File: src/rtl/enc_bin2gray_arb_pkg.sv
// Shared helpers for the Gray-conversion arbiter: conversion function,
// round-robin index step and counter width.
package enc_bin2gray_arb_pkg;

  localparam int CONV_CNT_W = 16;
  localparam int GRAY_MAXW  = 32;  // widest word bin2gray handles
  localparam int IDX_W      = 5;   // covers indices up to 31

  function automatic logic [GRAY_MAXW-1:0] bin2gray(input logic [GRAY_MAXW-1:0] bin);
    return bin ^ (bin >> 1);
  endfunction

  function automatic logic [IDX_W-1:0] rr_next(input logic [IDX_W-1:0] idx,
                                               input logic [IDX_W-1:0] n);
    return (idx == n - 1'b1) ? '0 : idx + 1'b1;
  endfunction

endpackage

File: src/rtl/enc_bin2gray_arb_rr_arbiter.sv
// Round-robin priority select: first asserted req at or above ptr, wrapping.
module rr_arbiter #(
  parameter int NREQ = 4,
  parameter int IDW  = $clog2(NREQ)
) (
  input  logic [NREQ-1:0] req,
  input  logic [IDW-1:0]  ptr,
  output logic [NREQ-1:0] grant,
  output logic [IDW-1:0]  gidx,
  output logic            any
);

  always_comb begin
    logic [IDW-1:0] w_idx;
    w_idx = '0;
    grant = '0;
    gidx  = '0;
    any   = 1'b0;
    for (int i = 0; i < NREQ; i++) begin
      w_idx = IDW'((int'(ptr) + i) % NREQ);
      if (!any && req[w_idx]) begin
        any          = 1'b1;
        grant[w_idx] = 1'b1;
        gidx         = w_idx;
      end
    end
  end

endmodule

File: src/rtl/enc_bin2gray_arb.sv
// Shares one binary-to-Gray stage among NREQ requesters; round-robin grant,
// single registered output tagged with the requester index.
module enc_bin2gray_arb
  import enc_bin2gray_arb_pkg::*;
#(
  parameter int WIDTH = 10,
  parameter int NREQ  = 4,
  parameter int IDW   = $clog2(NREQ)
) (
  input  logic                   clk,
  input  logic                   rst,
  input  logic [NREQ-1:0]        req_valid,
  output logic [NREQ-1:0]        req_ready,
  input  logic [NREQ*WIDTH-1:0]  req_bin,
  output logic                   out_valid,
  input  logic                   out_ready,
  output logic [WIDTH-1:0]       out_gray,
  output logic [IDW-1:0]         out_id,
  output logic [CONV_CNT_W-1:0]  conv_count
);

  logic                  r_out_valid;
  logic [WIDTH-1:0]      r_out_gray;
  logic [IDW-1:0]        r_out_id;
  logic [IDW-1:0]        r_ptr;
  logic [CONV_CNT_W-1:0] r_cnt;

  logic [NREQ-1:0]      w_grant;
  logic [IDW-1:0]       w_gidx;
  logic                 w_any;
  logic                 w_can_accept;
  logic                 w_xfer;
  logic [WIDTH-1:0]     w_sel_bin;
  logic [GRAY_MAXW-1:0] w_gray;

  rr_arbiter #(.NREQ(NREQ), .IDW(IDW)) u_arb (
    .req   (req_valid),
    .ptr   (r_ptr),
    .grant (w_grant),
    .gidx  (w_gidx),
    .any   (w_any)
  );

  assign w_can_accept = !r_out_valid || out_ready;
  // rst gates ready directly so no handshake completes while reset is held
  assign w_xfer       = w_any && w_can_accept && !rst;
  assign req_ready    = w_xfer ? w_grant : '0;

  assign w_sel_bin = req_bin[w_gidx*WIDTH +: WIDTH];
  assign w_gray    = bin2gray(GRAY_MAXW'(w_sel_bin));

  always_ff @(posedge clk or posedge rst) begin
    if (rst) begin
      r_out_valid <= 1'b0;
      r_out_gray  <= '0;
      r_out_id    <= '0;
      r_ptr       <= '0;
      r_cnt       <= '0;
    end else if (w_xfer) begin
      r_out_valid <= 1'b1;
      r_out_gray  <= w_gray[WIDTH-1:0];
      r_out_id    <= w_gidx;
      r_ptr       <= IDW'(rr_next(IDX_W'(w_gidx), IDX_W'(NREQ)));
      r_cnt       <= r_cnt + 1'b1;
    end else if (out_ready) begin
      r_out_valid <= 1'b0;
    end
  end

  assign out_valid  = r_out_valid;
  assign out_gray   = r_out_gray;
  assign out_id     = r_out_id;
  assign conv_count = r_cnt;

endmodule
File: config.mk
export PLATFORM = sky130hd
export DESIGN_NAME = enc_bin2gray_arb
export DESIGN_NICKNAME = d
export VERILOG_FILES = /design/src/rtl/enc_bin2gray_arb_pkg.sv /design/src/rtl/enc_bin2gray_arb_rr_arbiter.sv /design/src/rtl/enc_bin2gray_arb.sv
export SDC_FILE = /design/constraint.sdc
export NUM_CORES = 1
export LEC_CHECK = 0
export CORE_MARGIN = 3
export CORE_UTILIZATION = 47
export CTS_BUF_LIST = sky130_fd_sc_hd__clkbuf_16
export DETAILED_ROUTE_END_ITERATION = 8
export HOLD_SLACK_MARGIN = 0.05
export PLACE_DENSITY = 0.79
export RECOVER_POWER = 100
export REMOVE_ABC_BUFFERS = 1
export SLEW_MARGIN = 30
export SYNTH_ARGS = -nofsm -noshare
export SYNTH_HDL_FRONTEND = slang
export SYNTH_SLANG_ARGS = --single-unit
File: constraint.sdc
create_clock -name clk -period 4.15 [get_ports clk]
set_clock_uncertainty 0.1 [all_clocks]
set_input_delay 0.415 -clock clk [delete_from_list [all_inputs] [get_ports clk]]
set_output_delay 0.415 -clock clk [all_outputs]
set_load 0.1 [all_outputs]
# After elaboration in Yosys (flattened, before gate mapping)

Cells that the tools add are included.

Input bits: 47
Output and inout port bits: 33
Word-level logic and storage cells: 73
Flip-flop bits (word level): 31

Eq/ne operators: 1
Mux-type cells: 32
Order comparisons: 8
Shifts and indexed selects: 1
$add $sub $neg: 5
Bitwise operators: 4
Reductions and logical operators: 16
Multiply operators: 1

Operators by type and width:

| kind                                                                                 | count |
|---|---|
| 40-bit by 7-bit variable part select with 10-bit output                              | 1 |
| 4-bit 2-to-1 mux                                                                     | 5 |
| 16-bit by 1-bit adder with 16-bit output (second input constant)                     | 1 |
| 1-bit 2-to-1 mux                                                                     | 14 |
| 2-bit by 3-bit less-than comparator with 1-bit output (second input constant)        | 4 |
| 4-bit bitwise OR                                                                     | 3 |
| 2-bit 2-to-1 mux                                                                     | 5 |
| 10-bit by 9-bit bitwise XOR with 10-bit output                                       | 1 |
| 1-bit logical AND                                                                    | 9 |
| 1-bit binary-select mux with 2-bit select                                            | 4 |
| 1-bit demux with 2-bit select                                                        | 4 |
| 2-bit by 1-bit greater-or-equal comparator with 1-bit output (second input constant) | 4 |
| 1-bit zero test                                                                      | 5 |
| 2-bit by 3-bit multiplier with 5-bit output (second input constant)                  | 1 |
| 2-bit by 1-bit adder with 2-bit output (second input constant)                       | 2 |
| 2-bit adder (second input constant)                                                  | 2 |
| 2-bit equality test (second input constant)                                          | 1 |
| 2-bit nonzero test                                                                   | 1 |
| 1-bit logical OR                                                                     | 1 |

# Logic depth before layout (Yosys ltp)

Word-level depth: 15
Gate-level depth with buffers: 12
Gate-level depth less buffers: 9

# By module

From an unflattened synthesis, not the netlist that was laid out.

Cells, all modules: 212
Area, all modules: 2,338.5 um^2

Modules (own cells, without submodules):

| module           | area an instance (um^2) | cells an instance | seq. area each (um^2) | times used |
|---|---|---|---|---|
| enc_bin2gray_arb | 1,916.8                 | 167               | 775.7                 | 1 |
| rr_arbiter       | 421.7                   | 45                | 0.0                   | 1 |

# Worst setup path after synthesis

OpenSTA, ideal clock, no wires.

Path kind: register to output
Start: register r_ptr[0]
End: output port req_ready[0]
Slack: 0.214 ns
Arrival time: 3.421 ns
Required time: 3.635 ns
Path buffers: 1
Cell stages (with the launch flop): 10
Cells stage by stage: dfrtp_1 inv_1 ha_1 buf_2 or3b_1 a211o_1 a21o_1 nand2_1 a221oi_1 nor2_1

Cells in the longest elaborated chain, start to end: 15
Elaborated cells on any way between the ends: 51
Classes of those cells: 3 x add/sub; 8 x order compare; 25 x mux; 3 x bitwise; 12 x reduce/logical

Ends and longest elaborated chain:

| item                                                                                           | line                   | source |
|---|---|---|
| start, declared                                                                                | enc_bin2gray_arb.sv:25 | `logic [IDW-1:0] r_ptr;` |
| start signal, assigned                                                                         | enc_bin2gray_arb.sv:63 | `r_ptr <= IDW'(rr_next(IDX_W'(w_gidx), IDX_W'(NREQ)));` |
| branches (longest 14 deep; another with 2-bit by 3-bit less-than comparator with 1-bit output) | n/a                    |  |
| 4-bit 2-to-1 mux (*)                                                                           | enc_bin2gray_arb.sv:47 | `assign req_ready = w_xfer ? w_grant : '0;` |
| end, declared                                                                                  | enc_bin2gray_arb.sv:13 | `output logic [NREQ-1:0] req_ready,` |

Every way passes the cells marked *. The select of a mux whose other input is x is not followed.

# Worst setup path after layout

Start: register r_ptr[1]
End: output port req_ready[1]

Same word-level chain as after synthesis.

==> results.md <==
* Worst reg2reg path depth at 9
* Crit Path Class: flop to output pin
* Fmax at 271 MHz
* CTS max path bufs at 2
* Worst min path class: flop to flop
* Period minus WS final at 3690 ps
* DP HPWL at 4720 um
* R2r setup slk at 550 ps
* CP Launch Type: flop
* Most common cell after layout, fill and taps aside: clkdlybuf4s50_1
* Setup-failing EPs final at 0
* Yosys reg bits at 31
* H-tree levels at 2
* Die area at 0.00615 mm^2
* Reg2reg end: r_ptr[1]
* Min-delay src: out_id[1]
* Largest net degree at the start of global routing at 33
* Initial antenna violation count at 0
* Count of nets after finishing at 407
* RePlAce Congestion at 0.926
* Routed Antenna Nets at 0
* Final Hold Fails at 0
* Via density at 5.54
* Syn_area_per_cell at 8.96 um^2
* First-iteration detailed-routing DRC count at 254
* Core area at 0.00488 mm^2
* Post-synth EDFFs at 0
* Final Slew Violations at 33
* Hold endpoint: out_id[1]
* Clock slew at reported path FFs at 50 ps
* Resized cells post-CTS at 0
* TritonCTS buffer count at 5
* Layout cells sized above 1 at 0.0598
* Run status: complete, but fails checks
* Cts hold-fix bufs at 0
* TNS Setup at 0 ps
* Number of inserted diodes at 0
* Most frequent cells in the layout: 44 x clkdlybuf4s50_1, 40 x nand2_1, 31 x dfrtp_1, 31 x dlygate4sd3_1, 30 x nor2_1
* Skew-Pair Late Insertion Delay at 270 ps
* Initial Util at 0.505
* Slew HR at -0.126
* Area Overhead vs Synth at 40.6%
* I/O Buffers at 79
* Failing checks: max-capacitance violations, max-slew violations
* Total number of vias at 2315
* Syn Std Cell Area at 0.00246 mm^2
* Die X at 78.4 um
* Post-layout util at 0.710
* WL/cell at 14.6 um
* DR pass1 iterations at 4
* FFs w/ async S/R, synth at 1.00
* VDD IR max at 515 uV
* Commonest register cell after synthesis: dfrtp_1
* Critical-path maximum fanout at 11
* CTS tree: done
* GRT Resource Usage Total at 0.204
* Post-Synthesis Cells at 275
* Count of unique library cells instantiated by Yosys at 43
* FF-to-FF Start: r_ptr[1]
* Vias in the first global route at 2284
* PwrDens at 814 mW/mm^2
* Worst Setup End Kind: output pin
* Synth warnings at 0
* Met2 track utilization from global routing at 0.346
* Max Cap Viol at 1
* Number of I/O pins at 80
* Hold depth at 2
* Worst Tran Pin Value at 1690 ps
* Gr ovfl total at 0
* Grt met1 use at 0.257
* Leak at 1.48 nW
* Worst Path Required at 3630 ps
* RSZ-0062 raised after global routing: false
* FP Rows at 25
* # clock sinks at 31
* Chip height at 78.4 um
* Routed wire length at 6100 um
* Post-CTS setup buffers at 0
* Met3 GRT Util at 0.0528
* Root Buffer: clkbuf_16
* Tcrit/Tclk final at 0.889
* DRC at 0
* Critical path arrival at 3180 ps
* Busiest layer in global routing: met2
* Post-synthesis sequential area ratio at 0.315
* First-pass GRT wire length at 10200 um
==> logic make-up after synthesis <==
family | share of synthesized area
and+or+nand+nor | 0.176
AOI/OAI and AO/OA | 0.178
xor gates and xnor gates | 0.171
buffers and inverters | 0.0462
muxes | 0.0640
DFF | 0.315
adders and majority gates | 0.0508
==> layout make-up <==
| class | instances | area, um^2 |
|---|---|---|
| Clock inverter | 3 | 38.8 |
| Timing Repair Buffer | 82 | 850 |
| Inverter | 10 | 37.5 |
| Fill cell | 402 | 1410 |
| Multi-Input combinational cell | 220 | 1560 |
| Tap cell | 67 | 83.8 |
| Sequential cell | 31 | 776 |
| Clock buffer | 5 | 125 |
==> worst max-delay path by stage <==
| stage | slack (ps) | startpoint | end | depth (start not counted) |
|---|---|---|---|---|
| finish | 460 | r_ptr[1] | req_ready[1] | 9 |
| global route | 250 | r_ptr[1] | req_ready[1] | 9 |
| CTS | 500 | r_ptr[1] | req_ready[1] | 9 |
| detailed placement | 780 | r_ptr[1] | out_gray[3] | 9 |
| global placement | 920 | r_ptr[1] | r_ptr[1] | 9 |
| floorplan | 7 | r_ptr[0] | req_ready[0] | 8 |
==> synthesized netlist by cell type, drive strengths merged, types with 5 or more instances <==
| library cell | number | area share |
|---|---|---|
| a221oi | 6 | 0.024 |
| nor2 | 30 | 0.046 |
| xor2 | 19 | 0.068 |
| inv | 10 | 0.015 |
| nand2 | 40 | 0.061 |
| a211o | 8 | 0.028 |
| nand4 | 8 | 0.020 |
| mux2i | 9 | 0.037 |
| ha | 10 | 0.051 |
| buf | 9 | 0.023 |
| a31oi | 8 | 0.026 |
| clkbuf | 5 | 0.0076 |
| xnor2 | 29 | 0.10 |
| o211ai | 8 | 0.024 |
| dfrtp | 31 | 0.31 |
==> sequential cells by signal (all words and copies together) (netlist names) <==
register    flops
out_gray       10
r_ptr           2
out_id          2
conv_count     16
out_valid       1
==> report_power, final <==
| part | total, mW | leakage, nW | switching, mW | internal, mW |
|---|---|---|---|---|
| clock network | 0.404 | 0.0812 | 0.125 | 0.279 |
| logic | 1.93 | 1.01 | 1.33 | 0.600 |
| registers | 0.483 | 0.384 | 0.0843 | 0.399 |
==> per-layer routing <==
| layer | up-vias | wire length [um] |
|---|---|---|
| met5 | - | 0 |
| met2 | 100 | 3040 |
| met3 | 8 | 446 |
| li1 | 1120 | - |
| met4 | 0 | 59 |
| met1 | 1087 | 2560 |
==> worst max-delay path: stages (launching register included) <==
cell      delay (ps)
dfrtp_1          560
inv_1            220
ha_1             500
mux4_2           440
nor2b_1          380
a22oi_1          140
nor2_1           150
a221oi_1          70
nor2_1           220
buf_12           210
==> through the flow <==
step | cells | hold WS [ps] | cell area (um^2) | setup slack [ps] | power [mW]
after global routing | 418 | 400 | 3470 | 248 | 2.99
after detailed placement | 410 | 368 | 3330 | 785 | 2.47
final | 418 | 372 | 3470 | 460 | 2.82
after floorplan | 261 | 427 | 2390 | 7.25 | 1.98
after global placement | 410 | 360 | 3330 | 917 | 2.43
after CTS | 418 | 380 | 3490 | 502 | 2.90
Power figures use the tool's default switching activity.
